`src/rtl/arq_pkg.sv`:
```
// Shared definitions for the stop-and-wait ARQ link: default payload width,
// receiver FSM states, the even-parity check and the response codes that the
// transmit FSM also decodes.
package arq_pkg;

    localparam int ARQ_DATA_W = 4;

    typedef enum logic [1:0] {
        IDLE  = 2'd0,
        CHECK = 2'd1,
        RESP  = 2'd2
    } arqRxState_t;

    localparam logic [1:0] RESP_NONE = 2'b00;
    localparam logic [1:0] RESP_ACK  = 2'b01;
    localparam logic [1:0] RESP_NACK = 2'b10;

    // Even parity holds when the XOR of all covered bits equals the parity bit.
    // Callers zero-extend {seq, data} into the 32-bit argument.
    function automatic logic evenParityOk(input logic [31:0] bits, input logic par);
        return (^bits) == par;
    endfunction

endpackage

```
`src/rtl/arq_rx_fifo.sv`:
```
// Show-ahead synchronous FIFO buffering accepted payloads for the consumer.
// Head entry is always visible on o_data; pushes when full and pops when empty
// are dropped. Full is judged on the current count, so a pop on the same edge
// never makes room for a push.
module arq_rx_fifo #(
    parameter int DATA_W    = 4,
    parameter int OUT_DEPTH = 4
) (
    input  logic                         i_clk,
    input  logic                         i_rst,
    input  logic                         i_push,
    input  logic [DATA_W-1:0]            i_data,
    input  logic                         i_pop,
    output logic [DATA_W-1:0]            o_data,
    output logic [$clog2(OUT_DEPTH):0]   o_count,
    output logic                         o_full,
    output logic                         o_empty
);

    localparam int AW = $clog2(OUT_DEPTH);
    localparam int CW = AW + 1;

    logic [DATA_W-1:0] r_mem [OUT_DEPTH];
    logic [AW-1:0]     r_wrPtr;
    logic [AW-1:0]     r_rdPtr;
    logic [CW-1:0]     r_count;
    logic              w_doPush;
    logic              w_doPop;

    assign o_full   = (r_count == CW'(OUT_DEPTH));
    assign o_empty  = (r_count == '0);
    assign o_count  = r_count;
    assign o_data   = r_mem[r_rdPtr];
    assign w_doPush = i_push & ~o_full;
    assign w_doPop  = i_pop & ~o_empty;

    // Storage, pointers and occupancy; pointers wrap naturally at the power-of-two depth.
    always_ff @(posedge i_clk) begin
        if (i_rst) begin
            for (int i = 0; i < OUT_DEPTH; i++) begin
                r_mem[i] <= '0;
            end
            r_wrPtr <= '0;
            r_rdPtr <= '0;
            r_count <= '0;
        end else begin
            if (w_doPush) begin
                r_mem[r_wrPtr] <= i_data;
                r_wrPtr        <= r_wrPtr + 1'b1;
            end
            if (w_doPop) begin
                r_rdPtr <= r_rdPtr + 1'b1;
            end
            case ({w_doPush, w_doPop})
                2'b10:   r_count <= r_count + 1'b1;
                2'b01:   r_count <= r_count - 1'b1;
                default: r_count <= r_count;
            endcase
        end
    end

endmodule

```
`src/rtl/arq_rx_receiver.sv`:
```
// Receive side of the stop-and-wait ARQ link. Latches one frame, checks parity
// and sequence, answers with a single ack or nack pulse, drops retransmitted
// duplicates and queues new payloads into a show-ahead output FIFO.
// Optional build macro ARQ_RX_STATS_EN adds saturating good_cnt / nack_cnt
// statistics outputs.
module arq_rx_receiver
    import arq_pkg::*;
#(
    parameter int DATA_W     = ARQ_DATA_W,
    parameter int OUT_DEPTH  = 4,
    parameter int NACK_LIMIT = 3
) (
    input  logic                         clk,
    input  logic                         rst,
    input  logic                         rx_valid,
    input  logic [DATA_W-1:0]            rx_data,
    input  logic                         rx_seq,
    input  logic                         rx_par,
    output logic                         ack,
    output logic                         nack,
    output logic [DATA_W-1:0]            dout,
    output logic                         dout_valid,
    input  logic                         dout_ready,
    output logic [$clog2(OUT_DEPTH):0]   fifo_count,
    output logic                         link_err
`ifdef ARQ_RX_STATS_EN
    ,
    output logic [7:0]                   good_cnt,
    output logic [7:0]                   nack_cnt
`endif
);

    localparam int NW = $clog2(NACK_LIMIT + 1);

    arqRxState_t       r_state;
    logic [DATA_W-1:0] r_data;
    logic              r_seq;
    logic              r_par;
    logic              r_expectedSeq;
    logic              r_ack;
    logic              r_nack;
    logic              r_linkErr;
    logic [NW-1:0]     r_nackRun;

    logic              w_parGood;
    logic              w_seqMatch;
    logic              w_full;
    logic              w_empty;
    logic              w_push;
    logic [1:0]        w_respCode;

    assign w_parGood  = evenParityOk(32'({r_seq, r_data}), r_par);
    assign w_seqMatch = (r_seq == r_expectedSeq);

    // Decide the response for the latched frame while in CHECK; only a fresh,
    // clean frame with room in the FIFO is pushed.
    always_comb begin
        w_respCode = RESP_NONE;
        w_push     = 1'b0;
        if (r_state == CHECK) begin
            if (!w_parGood) begin
                w_respCode = RESP_NACK;
            end else if (!w_seqMatch) begin
                w_respCode = RESP_ACK;
            end else if (w_full) begin
                w_respCode = RESP_NACK;
            end else begin
                w_respCode = RESP_ACK;
                w_push     = 1'b1;
            end
        end
    end

    // Frame FSM with registered ack/nack pulses, expected sequence and nack-run tracking.
    always_ff @(posedge clk) begin
        if (rst) begin
            r_state       <= IDLE;
            r_data        <= '0;
            r_seq         <= 1'b0;
            r_par         <= 1'b0;
            r_expectedSeq <= 1'b0;
            r_ack         <= 1'b0;
            r_nack        <= 1'b0;
            r_linkErr     <= 1'b0;
            r_nackRun     <= '0;
        end else begin
            case (r_state)
                IDLE: begin
                    if (rx_valid) begin
                        r_data  <= rx_data;
                        r_seq   <= rx_seq;
                        r_par   <= rx_par;
                        r_state <= CHECK;
                    end
                end
                CHECK: begin
                    if (w_respCode == RESP_ACK) begin
                        r_ack     <= 1'b1;
                        r_nackRun <= '0;
                    end else begin
                        r_nack <= 1'b1;
                        if (r_nackRun < NW'(NACK_LIMIT)) begin
                            r_nackRun <= r_nackRun + 1'b1;
                        end
                        if (r_nackRun >= NW'(NACK_LIMIT - 1)) begin
                            r_linkErr <= 1'b1;
                        end
                    end
                    if (w_push) begin
                        r_expectedSeq <= ~r_expectedSeq;
                    end
                    r_state <= RESP;
                end
                RESP: begin
                    r_ack   <= 1'b0;
                    r_nack  <= 1'b0;
                    r_state <= IDLE;
                end
                default: begin
                    r_ack   <= 1'b0;
                    r_nack  <= 1'b0;
                    r_state <= IDLE;
                end
            endcase
        end
    end

    assign ack      = r_ack;
    assign nack     = r_nack;
    assign link_err = r_linkErr;

    arq_rx_fifo #(
        .DATA_W    (DATA_W),
        .OUT_DEPTH (OUT_DEPTH)
    ) u_fifo (
        .i_clk   (clk),
        .i_rst   (rst),
        .i_push  (w_push),
        .i_data  (r_data),
        .i_pop   (dout_ready),
        .o_data  (dout),
        .o_count (fifo_count),
        .o_full  (w_full),
        .o_empty (w_empty)
    );

    assign dout_valid = ~w_empty;

`ifdef ARQ_RX_STATS_EN
    logic [7:0] r_goodCnt;
    logic [7:0] r_nackCnt;

    // Saturating counts of new frames pushed and nacks issued; duplicates count in neither.
    always_ff @(posedge clk) begin
        if (rst) begin
            r_goodCnt <= '0;
            r_nackCnt <= '0;
        end else begin
            if (w_push && r_goodCnt != 8'hFF) begin
                r_goodCnt <= r_goodCnt + 1'b1;
            end
            if (w_respCode == RESP_NACK && r_nackCnt != 8'hFF) begin
                r_nackCnt <= r_nackCnt + 1'b1;
            end
        end
    end

    assign good_cnt = r_goodCnt;
    assign nack_cnt = r_nackCnt;
`endif

endmodule
```
`config.mk`:
```
export PLATFORM = sky130hd
export DESIGN_NAME = arq_rx_receiver
export DESIGN_NICKNAME = d
export VERILOG_FILES = /design/src/rtl/arq_pkg.sv /design/src/rtl/arq_rx_fifo.sv /design/src/rtl/arq_rx_receiver.sv
export SDC_FILE = /design/constraint.sdc
export NUM_CORES = 1
export LEC_CHECK = 0
export CELL_PAD_IN_SITES_DETAIL_PLACEMENT = 0
export CELL_PAD_IN_SITES_GLOBAL_PLACEMENT = 1
export CORE_UTILIZATION = 43
export DETAILED_ROUTE_END_ITERATION = 7
export PLACE_DENSITY_LB_ADDON = 0.3
export SETUP_SLACK_MARGIN = 0.1
export SYNTH_ARGS = -nofsm -noshare
export SYNTH_HDL_FRONTEND = slang
export SYNTH_SLANG_ARGS = --single-unit
```
`constraint.sdc`:
```
create_clock -name clk -period 3.6 [get_ports clk]
set_clock_uncertainty 0.05 [all_clocks]
set_input_delay 1.08 -clock clk [delete_from_list [all_inputs] [get_ports clk]]
set_output_delay 1.08 -clock clk [all_outputs]
set_load 0.01 [all_outputs]
```
==> results.yml, run 1 <==
power:
  power_density_nw_per_um2: 581
  vdd.ir_drop.worst_mv: 0.310
  netSwitchingPower_uw: 319
  cellInternalPower_uw: 929
  sw_frac_of_total: 0.256
  proportion_of_power_drawn_by_flip_flops_and_latches: 0.430
  power.clock.fraction: 0.338
  comb_power_share: 0.233
  total_leakage_power_nw: 0.811
cells_and_area:
  fillCellCount: 333
  nNetsFinal: 200
  area_growth_syn_to_layout_pct: 21.6
  post_route_cells_drive_above_1_share: 0.112
  diodes: 0
clock_network:
  post-cts-setup-buffer-count: 0
  ctsRootBufferMaster: "sky130_fd_sc_hd__clkbuf_8"
  clock_tree.htree_level_count: 2
  cts-hold-fix-buffers: 0
  clock_tree_from_tritoncts: "yes"
  clkLatencyLatePin_ns: 0.28
  cts-resized-gates: 0
  cts_max_path_buffers: 2
  cts-buffers-inserted: 5
  cts_num_sinks: 39
  clkTransAtPathRegs_ns: 0.07
status:
  status: "completed"
global_route:
  grtUsageMet3: 0.0517
  met2_usage: 0.306
  grt_start_max_net_pins: 27
  first_pass_grt_wire_length_um: 5540
  globalRoute.totalOverflow: 0
  grt_util_met1: 0.202
  global_route.peak_usage_layer: "met2"
  first_global_vias: 1239
  track_usage: 0.173
  grt_antenna_before_repair: 0
synth:
  yosysTopAreaCell: "sky130_fd_sc_hd__edfxtp_1"
  synth-edff-count: 16
  yosys.area.top_type_share: 0.272
  asyncSetResetFlopFracSynth: 0
  synth.yosys.seq_area_share: 0.533
  synth_seq_cells: 39
  postSynthAreaPerCell_um2: 10.8
  synth_warnings: 0
  mappedNetlistNets: 178
  synthTopCellsByArea: "sky130_fd_sc_hd__edfxtp_1, sky130_fd_sc_hd__dfxtp_1, sky130_fd_sc_hd__nor2_1"
  syn_inst: 164
  synth_ff_type: "sky130_fd_sc_hd__dfxtp_1"
  synthDistinctLibCells: 35
  mapped_cell_area_um2: 1770
timing:
  timing.final.crit_share: 0.817
  peak_freq_mhz: 340
  max-slew-margin-rel: 0.634
  finalMaxSlewViolations: 0
  setup_failing_eps_final: 0
  fin_tns_setup_ns: 0
  finalHoldWorstSlack_ns: 0.422
  rsz0062_at_grt: "no"
  worst-slew-pin-transition_ns: 0.533
  final_period_minus_worst_setup_slack_ns: 2.94
  finalHoldViolations: 0
  timing.final.ws_setup_ns: 0.657
route:
  drcViolationCount: 0
  drt-pass1-iter-count: 4
  antenna_violation_net_count_after_detailed_routing: 0
  routed_wl_um: 3160
  num_vias: 1214
  dr.first_iter.drc_count: 52
  routedWlPerCell_um: 13.4
  via_per_inst: 5.17
floorplanning:
  die_height_um: 66.1
  floorplan.die_area_um2: 4370
  design.core.area_um2: 3800
  die-width_um: 66.1
  floorplan.initialDensity: 0.465
  design.portCount: 21
  num_rows: 22
critical_path:
  classification_of_the_worst_setup_path: "reg2reg"
  crit_path_start: "r_data[1]$_SDFFE_PP0P_"
  critical_path.reg2reg.endpoint: "u_fifo.o_count[2]$_SDFFE_PP0P_"
  worst-path-max-fanout: 5
  setup.reg_to_reg.worst_slack_ns: 0.66
  setup.worst_path.end_class: "flip-flop"
  timing.critical_path.from_type: "flip-flop"
  worstReg2RegStart: "r_data[1]$_SDFFE_PP0P_"
  worst-endpoint-arrival_ns: 3.11
  critPathRequiredTime_ns: 3.77
  worst-r2r-cell-count: 11
worst_hold_path:
  hold_path_class: "reg2reg"
  whs_endpoint: "ack$_SDFFE_PP0P_"
  min-delay-start: "ack$_SDFFE_PP0P_"
  worstHoldPathCells: 1
placement:
  place.port_buffers: 20
  routabilityCongestion: 0.753
  post-dp-hpwl_um: 2360
  dp_worst_setup_slack_ns: 0.538
flow_run:
  cap_viol_max_count: 0
worst max path at each step:
stage	to	slack [ns]	depth (start not counted)
2_1_floorplan	u_fifo.o_count[2]$_SDFFE_PP0P_	0.92	11
3_3_place_gp	u_fifo.o_count[2]$_SDFFE_PP0P_	0.60	8
3_5_place_dp	u_fifo.o_count[2]$_SDFFE_PP0P_	0.54	8
4_1_cts	u_fifo.o_count[2]$_SDFFE_PP0P_	0.64	11
5_1_grt	u_fifo.o_count[2]$_SDFFE_PP0P_	0.47	11
6_report	u_fifo.o_count[2]$_SDFFE_PP0P_	0.66	11
worst max-delay path: stages (launching register included):
cell                      delay, ns
sky130_fd_sc_hd__dfxtp_1       0.36
sky130_fd_sc_hd__xnor3_2       0.44
sky130_fd_sc_hd__xnor2_2       0.25
sky130_fd_sc_hd__mux2_4        0.36
sky130_fd_sc_hd__nor3_1        0.33
sky130_fd_sc_hd__inv_1         0.08
sky130_fd_sc_hd__ha_1          0.22
sky130_fd_sc_hd__inv_1         0.08
sky130_fd_sc_hd__fa_1          0.18
sky130_fd_sc_hd__xor2_1        0.08
sky130_fd_sc_hd__or3_1         0.30
sky130_fd_sc_hd__a21oi_1       0.14
metrics by stage:
step                utilization  total power, mW  instance area, um2  std cells
global route              0.566             1.32                2150        235
detailed placement        0.531            0.837                2020        227
finish                    0.566             1.25                2150        235
global placement          0.531            0.830                2020        227
floorplan                     -            0.730                1770        164
CTS                       0.566             1.26                2150        235
Yosys cell counts (all sizes together), types with 2 or more instances:
library cell	instances
inv	12
ha	3
a21oi	8
nand4	2
nor3b	2
nand3	7
mux4	4
nand2b	2
dfxtp	23
clkbuf	7
a31oi	2
nor3	9
edfxtp	16
xor2	3
nor2	25
nand2	8
nor2b	3
xnor2	3
o31ai	2
or3	2
mux2i	8
a31o	2
kinds of logic after synthesis:
logic type / count (synthesis) / share of synthesized area
xor+xnor: 7 / 0.0475
mux: 13 / 0.105
buf+inv: 19 / 0.0404
fa+ha+maj: 4 / 0.0326
simple gates: 63 / 0.172
compound gates: 19 / 0.0701
flops: 39 / 0.533
final cells by class:
type	instances	area, um2	share of cell area
Sequential cell	39	941	0.438
Multi-Input combinational cell	106	754	0.351
Timing Repair Buffer	22	215	0.100
Clock buffer	6	72.6	0.0338
Clock inverter	2	60.1	0.0280
Tap cell	48	60.1	0.0280
Inverter	12	45.0	0.0210
power by group through the flow:
stage | Clock (mW) | Combinational [mW] | Sequential (mW)
4_1_cts | 0.432 | 0.292 | 0.538
3_5_place_dp | 0 | 0.289 | 0.548
6_report | 0.422 | 0.291 | 0.536
2_1_floorplan | 0 | 0.189 | 0.542
3_3_place_gp | 0 | 0.286 | 0.545
5_1_grt | 0.453 | 0.321 | 0.545
state kept, by name, indices dropped and copies added (netlist names), named ones only:
| name | cells |
|---|---|
| u_fifo.r_wrPtr | 2 |
| r_data | 4 |
| nack | 1 |
| r_state | 2 |
| u_fifo.r_mem | 16 |
| u_fifo.o_count | 3 |
| r_seq | 1 |
| r_expectedSeq | 1 |
| r_nackRun | 2 |
| ack | 1 |
| link_err | 1 |
| r_par | 1 |
| u_fifo.r_rdPtr | 2 |
layout by cell type (no fill, tap or decap), types with 2 or more instances in the layout:
cell                              netlist  final
sky130_fd_sc_hd__nor2_1                25     25
sky130_fd_sc_hd__dfxtp_1               23     23
sky130_fd_sc_hd__clkdlybuf4s50_1        0     20
sky130_fd_sc_hd__edfxtp_1              16     16
sky130_fd_sc_hd__inv_1                 12     12
sky130_fd_sc_hd__nor3_1                 9      9
sky130_fd_sc_hd__nand2_1                8      8
sky130_fd_sc_hd__mux2i_1                8      8
sky130_fd_sc_hd__a21oi_1                8      8
sky130_fd_sc_hd__nand3_1                7      7
sky130_fd_sc_hd__clkbuf_8               0      5
sky130_fd_sc_hd__mux4_2                 4      4
sky130_fd_sc_hd__xor2_1                 3      3
sky130_fd_sc_hd__nor2b_1                3      3
sky130_fd_sc_hd__ha_1                   3      3
sky130_fd_sc_hd__or3_1                  2      2
sky130_fd_sc_hd__xnor2_1                2      2
sky130_fd_sc_hd__nand2b_1               2      2
sky130_fd_sc_hd__a31o_2                 2      2
sky130_fd_sc_hd__o31ai_1                2      2
sky130_fd_sc_hd__nand4_1                2      2
sky130_fd_sc_hd__a31oi_1                2      2
sky130_fd_sc_hd__bufinv_16              0      2
sky130_fd_sc_hd__buf_4                  0      2
per-layer routing:
layer / up-vias / wire length, um
met4: 0 / 0
li1: 618 / -
met3: 0 / 143
met5: - / 0
met2: 35 / 1580
met1: 561 / 1430
(Power assumes the default switching activity.)
==> run 2: changes to the inputs <==
CORE_UTILIZATION = 39   (was 43)
clock period = 2.6 ns   (was 3.6 ns; I/O delays follow)
==> results.yml, run 2 (synthesis results as in run 1) <==
clock_network:
  cts_num_sinks: 39
  clock_tree.htree_level_count: 2
  cts_max_path_buffers: 2
  cts-buffers-inserted: 5
  clkLatencyLatePin_ns: 0.29
  clock_tree_from_tritoncts: "yes"
  cts-hold-fix-buffers: 0
  clkTransAtPathRegs_ns: 0.08
  ctsRootBufferMaster: "sky130_fd_sc_hd__clkbuf_8"
floorplanning:
  die_height_um: 69.3
  floorplan.die_area_um2: 4800
  die-width_um: 69.3
  floorplan.initialDensity: 0.406
  design.core.area_um2: 4350
  num_rows: 24
  design.portCount: 21
power:
  vdd.ir_drop.worst_mv: 0.271
  power_density_nw_per_um2: 768
  total_leakage_power_nw: 0.883
critical_path:
  setup.worst_path.end_class: "flip-flop"
  setup.reg_to_reg.worst_slack_ns: 0.04
  worstReg2RegStart: "r_data[0]$_SDFFE_PP0P_"
  timing.critical_path.from_type: "flip-flop"
  critical_path.reg2reg.endpoint: "u_fifo.o_count[2]$_SDFFE_PP0P_"
  cp_slowest_stage_delay_ns: 0.46
  worst-path-max-fanout: 3
  classification_of_the_worst_setup_path: "reg2reg"
  worst-endpoint-arrival_ns: 2.75
  crit_path_end: "u_fifo.o_count[2]$_SDFFE_PP0P_"
  timing.critical_path.cells: "xnor3_2 -> xnor2_4 -> mux2_4 -> nor3_4 -> inv_1 -> ha_2 -> inv_2 -> fa_2 -> xor2_1 -> or3_1 -> a21oi_2"
  crit_path_start: "r_data[0]$_SDFFE_PP0P_"
  worst-r2r-cell-count: 11
  crit_path_top_delay_cell: "sky130_fd_sc_hd__xnor3_2"
  critPathRequiredTime_ns: 2.79
timing:
  rsz0062_at_grt: "yes"
  worst-slew-pin-transition_ns: 0.555
  timing.final.crit_share: 0.984
  finalHoldViolations: 0
  peak_freq_mhz: 391
  timing.final.ws_setup_ns: 0.0407
  setup_failing_eps_final: 0
  max-slew-margin-rel: 0.619
  final_period_minus_worst_setup_slack_ns: 2.56
  finalMaxSlewViolations: 0
  finalHoldWorstSlack_ns: 0.430
placement:
  routabilityCongestion: 0.790
  place.port_buffers: 20
  dp_worst_setup_slack_ns: -0.0636
  dpl.cell_count: 239
  post-dp-hpwl_um: 2530
route:
  num_vias: 1284
  via_per_inst: 5.14
  drcViolationCount: 0
  drt-pass1-iter-count: 4
  dr.first_iter.drc_count: 68
  routedWlPerCell_um: 14.1
  antenna_violation_net_count_after_detailed_routing: 0
  routed_wl_um: 3520
cells_and_area:
  layout.cells.most_common: "sky130_fd_sc_hd__nor2_1"
  nNetsFinal: 211
  mostFrequentLayoutCells: "sky130_fd_sc_hd__nor2_1, sky130_fd_sc_hd__dfxtp_1, sky130_fd_sc_hd__clkdlybuf4s50_1, sky130_fd_sc_hd__edfxtp_1, sky130_fd_sc_hd__buf_4"
  post_route_cells_drive_above_1_share: 0.212
  regMostFlops: "u_fifo.r_mem"
  final_cells: 250
  diodes: 0
  area_growth_syn_to_layout_pct: 27.6
  largest_register_ff_count: 16
global_route:
  first_global_vias: 1317
  first_pass_grt_wire_length_um: 6150
  grt_antenna_before_repair: 0
  track_usage: 0.165
  globalRoute.totalOverflow: 0
  grt_start_max_net_pins: 27
status:
  status: "completed"
worst_hold_path:
  hold_path_class: "reg2reg"
flow_run:
  cap_viol_max_count: 0
## run 2: worst max-delay path: cells and delay by family (launching register included)
family	cells	cell delay (ns)
buffers and inverters	2	0.10
adders and majority gates	2	0.52
AOI/OAI and AO/OA	1	0.11
xor gates and xnor gates	3	0.76
muxes	1	0.25
DFF	1	0.34
and+or+nand+nor	2	0.37
## run 2: worst min path at each step
stage | end | from | slack (ns) | depth (start not counted)
global route | ack$_SDFFE_PP0P_ | ack$_SDFFE_PP0P_ | 0.45 | 1
detailed placement | ack$_SDFFE_PP0P_ | ack$_SDFFE_PP0P_ | 0.41 | 1
global placement | ack$_SDFFE_PP0P_ | ack$_SDFFE_PP0P_ | 0.40 | 1
finish | link_err$_SDFFE_PP0P_ | link_err$_SDFFE_PP0P_ | 0.43 | 2
floorplan | nack$_SDFFE_PP0P_ | r_state[1]$_SDFFE_PP0P_ | 0.41 | 1
CTS | ack$_SDFFE_PP0P_ | ack$_SDFFE_PP0P_ | 0.44 | 1
## run 2: report_power, final
group / internal [mW] / total, mW / switching [mW]
Clock: 0.286 / 0.509 / 0.223
Sequential: 0.692 / 0.746 / 0.0538
Combinational: 0.264 / 0.477 / 0.214
Total: 1.24 / 1.73 / 0.491
## run 2: per-stage QoR
step                      setup TNS, ns  power, mW  utilization  area (um2)
after floorplan                       0       1.03            -        1800
after global placement        -0.000760       1.20        0.484        2110
after detailed placement        -0.0636       1.22        0.484        2110
after CTS                             0       1.75        0.516        2250
after global routing            -0.0753       1.83        0.518        2250
final                                 0       1.73        0.518        2250
## run 2: layout make-up
| type | count | area (um2) |
|---|---|---|
| Clock buffer | 5 | 68.8 |
| Clock inverter | 3 | 43.8 |
| Fill cell | 389 | 2100 |
| Inverter | 12 | 45.0 |
| Multi-Input combinational cell | 106 | 788 |
| Sequential cell | 39 | 947 |
| Tap cell | 52 | 65.1 |
| Timing Repair Buffer | 33 | 297 |
## run 2: repair_timing
action / CTS / global route
setup endpoints to repair: 6 / 3
resized for setup: 6 / 3
buffers inserted: 3 / 0
pin swaps: 2 / 1
## run 2: metal layers
metal  vias to the layer above  track usage  part of all wire  wire [um]
met3                         2       0.0465             0.024         86
li1                        637            -                 -          -
met5                         -            0                 0          0
met4                         0       0.0771            0.0071         25
met1                       625        0.193              0.45       1570
met2                        20        0.278              0.52       1840
